## config.mk

```make
export PLATFORM = sky130hd
export DESIGN_NAME = pc_sequencer
export DESIGN_NICKNAME = d
export VERILOG_FILES = /design/src/rtl/pc_sequencer.sv
export SDC_FILE = /design/constraint.sdc
export NUM_CORES = 1
export LEC_CHECK = 0
export CAP_MARGIN = 15
export CORE_MARGIN = 10
export CORE_UTILIZATION = 56
export DETAILED_ROUTE_END_ITERATION = 16
export HOLD_SLACK_MARGIN = 0.1
export PLACE_DENSITY = 0.79
export SLEW_MARGIN = 20
export SYNTH_ARGS = -nofsm -noshare
export SYNTH_HDL_FRONTEND = slang
export SYNTH_SLANG_ARGS = --single-unit
```

## constraint.sdc

```tcl
create_clock -name clk -period 2.81 [get_ports clk]
set_clock_uncertainty 0.05 [all_clocks]
set_input_delay 0.4215 -clock clk [delete_from_list [all_inputs] [get_ports clk]]
set_output_delay 0.4215 -clock clk [all_outputs]
set_load 0.02 [all_outputs]
```

## src/rtl/pc_sequencer.sv

```systemverilog
// pc_sequencer: instruction-fetch address generator with stall, absolute
// jump, PC-relative branch and call/return through a small LIFO return stack.
// All outputs are registered except stack_full/stack_empty, which decode the
// registered occupancy count.

module pc_sequencer #(
    parameter int AW         = 6,
    parameter int STEP       = 1,
    parameter int RESET_ADDR = 0,
    parameter int DEPTH      = 4
) (
    input  logic                         clk,
    input  logic                         reset,
    input  logic                         en,
    input  logic                         ret,
    input  logic                         call,
    input  logic                         jump,
    input  logic                         branch,
    input  logic [AW-1:0]                target,
    input  logic [AW-1:0]                offset,
    output logic [AW-1:0]                pc,
    output logic                         pc_valid,
    output logic [$clog2(DEPTH+1)-1:0]   depth,
    output logic                         stack_full,
    output logic                         stack_empty,
    output logic                         stack_err
);

    localparam int DW = $clog2(DEPTH + 1);

    // The stack is sized to the full range of the depth counter so that the
    // counter itself can index it without any width conversion. Only entries
    // below DEPTH are ever written.
    localparam int SLOTS = 1 << DW;

    localparam logic [AW-1:0] STEP_V  = AW'(STEP);
    localparam logic [AW-1:0] RESET_V = AW'(RESET_ADDR);
    localparam logic [DW-1:0] DEPTH_V = DW'(DEPTH);
    localparam logic [DW-1:0] ONE_D   = DW'(1);

    logic [AW-1:0] stack [SLOTS];

    logic [AW-1:0] pc_seq;
    logic [AW-1:0] pc_rel;
    logic [DW-1:0] top_idx;
    logic          can_push;
    logic          can_pop;

    // Candidate addresses and stack-state qualifiers, all AW-bit wrap-around.
    always_comb begin
        pc_seq   = pc + STEP_V;
        pc_rel   = pc + offset;
        top_idx  = depth - ONE_D;
        can_push = (depth != DEPTH_V);
        can_pop  = (depth != '0);
    end

    // Occupancy decode; the only outputs not taken straight from a register.
    always_comb begin
        stack_full  = (depth == DEPTH_V);
        stack_empty = (depth == '0);
    end

    // Main sequencer: reset wins, stall holds everything, otherwise exactly
    // one action per edge in the order ret > call > jump > branch > step.
    always_ff @(posedge clk) begin
        if (reset) begin
            pc        <= RESET_V;
            pc_valid  <= 1'b0;
            depth     <= '0;
            stack_err <= 1'b0;
        end else begin
            pc_valid <= 1'b1;
            if (en) begin
                if (ret) begin
                    if (can_pop) begin
                        pc    <= stack[top_idx];
                        depth <= top_idx;
                    end else begin
                        pc        <= pc_seq;
                        stack_err <= 1'b1;
                    end
                end else if (call) begin
                    if (can_push) begin
                        pc    <= target;
                        depth <= depth + ONE_D;
                    end else begin
                        pc        <= pc_seq;
                        stack_err <= 1'b1;
                    end
                end else if (jump) begin
                    pc <= target;
                end else if (branch) begin
                    pc <= pc_rel;
                end else begin
                    pc <= pc_seq;
                end
            end
        end
    end

    // Return-address storage: a successful call writes the slot just above
    // the current top. Contents need no reset because depth guards every read.
    always_ff @(posedge clk) begin
        if (!reset && en && !ret && call && can_push) begin
            stack[depth] <= pc_seq;
        end
    end

endmodule

```

==> reports/results.ini <==
[sta]
setup_ws_ns = 0.2073
worst_pin_slew_ns = 0.5459
fin_crit_sh_pct = 92.62
tns_ns = 0
hold_viol = 0
layout_min_cycle_time_ns = 2.603
max_freq_mhz = 384.2
slew_headroom_pct = 63.61
finalSetupViolations = 0
slew_viol_final = 0
rsz0062_at_grt = no

[setup_path]
slowest_stage = clkdlybuf4s50_1
r2r_slack_ns = 0.48
cp-end-kind = primary output
critPathLaunchType = flop
cp.arrival_ns = 2.13
r2r_end = pc[1]$_SDFFE_PP0P_
r2r_cells = 7
crit_path_cell_trace = inv_1, ha_1, nand2_2, inv_1, clkdlybuf4s50_1
rr_startpoint = depth[1]$_SDFFE_PP0P_
critPathRequiredTime_ns = 2.34
critical-path-max-stage-delay_ns = 0.62
crit_top_cell = inv_1
cp_max_fo = 9
path_class = reg2out

[synth]
yosys_warnings = 0
synth_seq_cells = 59
syn-cell-area_um2 = 3074
ys_seq_area_share_pct = 54.05
ys_dominant_reg_cell = edfxtp_1
syn-num-nets = 272
syn_area_per_cell_um2 = 12.65
synth.distinct_cells = 49
synth_edf_count = 48
async_flop_share_pct = 0
synthCells = 243

[cells_and_area]
fillCellCount = 369
layout.cells.non_filler = 363
syn2layout_area_growth_pct = 20.07
fin_nets = 317
drive_gt1_share_pct = 13.65
diodes = 0
final_util_pct = 70.91

[hold_path]
min-delay-start = stack_err$_SDFFE_PP0P_
hp-class = reg2reg
min_path_cells = 2
min_to = stack_err$_SDFFE_PP0P_

[detailed_routing]
drt_wl_total_um = 6624
firstDrtPassIters = 4
num_vias = 2086
viasPerCell = 5.747
route.detailed.drc = 0
ant_nets = 0
wl_per_cell_um = 18.25
drt_iter0_markers = 105

[global_route]
grt_overflow = 0
grt_pass1_wl_um = 11000
grtUsageTotal_pct = 16.01
grt_pass1_vias = 2177
antenna_found_initial = 0
grt_max_degree = 18

[floorplan]
coreArea_um2 = 5205
rows = 26
fp.dieH_um = 94.09
ioPinCount = 32
dieWidth_um = 94.09
dieArea_um2 = 8853
start_util_pct = 59.06

[clock_network]
cts_sinks = 59
cts_tree = yes
cts.htree.levels = 3
post_cts.repair.setup_buffers = 0
clockRootBuffer = clkbuf_8
clk_pin_slew_ns = 0.07
clk-insertion-delay-late_ns = 0.34
clock_path_buffers = 2
numCtsBuffers = 9
hold_buffers = 0
cts_resized = 0

[placement]
pre_cts_slack_ns = 0.4100
dp_cells = 347
hpwlAfterDp_um = 4921
port_buffers = 31
gp_congestion = 0.9358

[power]
power_density_nw_per_um2 = 615.5
p_total_uw = 2272
ir_drop_v = 0.0004351
leakage_uw = 0.001360

[status]
run_status = finished, final reports clean

[run]
drv_cap = 0

[registers in the layout, indices dropped and copies added (netlist names)]
register	cells
stack	48
pc	6
depth	3
pc_valid	1
stack_err	1
[cell usage in the layout (no fill, tap or decap), drive strengths merged, types with 12 or more instances in the layout]
cell type and instances:
a21oi 12, buf 14, clkbuf 13, clkdlybuf4s50 31
edfxtp 48, inv 15, mux4 12, nand2 17
nor2 23, o21ai 13
[worst max-delay path by stage]
stage	start	endpoint	slack (ns)
floorplan	depth[0]$_SDFFE_PP0P_	stack[1][0]$_DFFE_PP_	0.37
global placement	offset[1]	pc[5]$_SDFFE_PP0P_	0.44
detailed placement	offset[0]	pc[2]$_SDFFE_PP0P_	0.41
CTS	depth[1]$_SDFFE_PP0P_	stack_full	0.18
global route	depth[1]$_SDFFE_PP0P_	stack_full	0.09
finish	depth[1]$_SDFFE_PP0P_	stack_full	0.21
[critical path, delay by kind of cell, from the launching register on]
family	cells	cell delay (ns)
adders and majority gates	1	0.31
buffers and inverters	3	0.92
DFF	1	0.37
and+or+nand+nor	1	0.19
[logic make-up (layout without fill, tap and decap cells)]
| kind of cell | Yosys count | after routing | share of synthesized area (%) |
|---|---|---|---|
| simple gates | 70 | 70 | 10.99 |
| flops | 59 | 59 | 54.05 |
| compound gates | 46 | 46 | 9.931 |
| buf+inv | 26 | 76 | 4.273 |
| mux | 24 | 24 | 13.92 |
| fa+ha+maj | 10 | 10 | 4.314 |
| xor+xnor | 8 | 8 | 2.524 |
[routing by layer]
layer / part of all wire (%) / wire (um) / up-vias / track usage (%)
met5: 0 / 0 / - / 0
met2: 50 / 3309 / 62 / 26.67
met3: 5.3 / 348 / 16 / 5.116
met4: 2.5 / 163 / 0 / 6.835
met1: 42 / 2804 / 994 / 18.49
li1: - / - / 1014 / -
[per-stage QoR]
| step | hold WS [ns] | area [um^2] |
|---|---|---|
| finish | 0.4262 | 3691 |
| global route | 0.4528 | 3691 |
| CTS | 0.4287 | 3691 |
| detailed placement | 0.4130 | 3502 |
| global placement | 0.4000 | 3502 |
| floorplan | 0.5296 | 3074 |
[cell type report]
cell class                 count  area [um^2]  share of cell area [%]
tap                           70        87.58                   2.373
clock buffer                  13        148.9                   4.034
clock inverter                 3        40.04                   1.085
inverter                      15        56.30                   1.525
timing repair buffer          45        415.4                   11.25
sequential                    59         1662                   45.02
multi-input combinational    158         1281                   34.71
[Yosys cell counts, types with 6 or more instances]
| cell | number | area, um^2 |
|---|---|---|
| edfxtp_1 | 48 | 1441 |
| mux2i_1 | 9 | 90.09 |
| inv_1 | 14 | 52.55 |
| a21oi_1 | 12 | 60.06 |
| o21ai_0 | 12 | 60.06 |
| nand3_1 | 8 | 40.04 |
| nand2_1 | 16 | 60.06 |
| mux4_1 | 9 | 236.5 |
| nand2b_1 | 6 | 37.54 |
| nor2_1 | 23 | 86.33 |
| ha_1 | 9 | 112.6 |
| dfxtp_1 | 11 | 220.2 |
[power breakdown]
group          switching, uW  total, uW  leakage, uW  internal [uW]
clock network            308        739    0.0000974            431
registers               27.9       1020     0.000526            990
logic                    283        515     0.000737            232
Note: power is estimated with default switching activity, not from simulation.
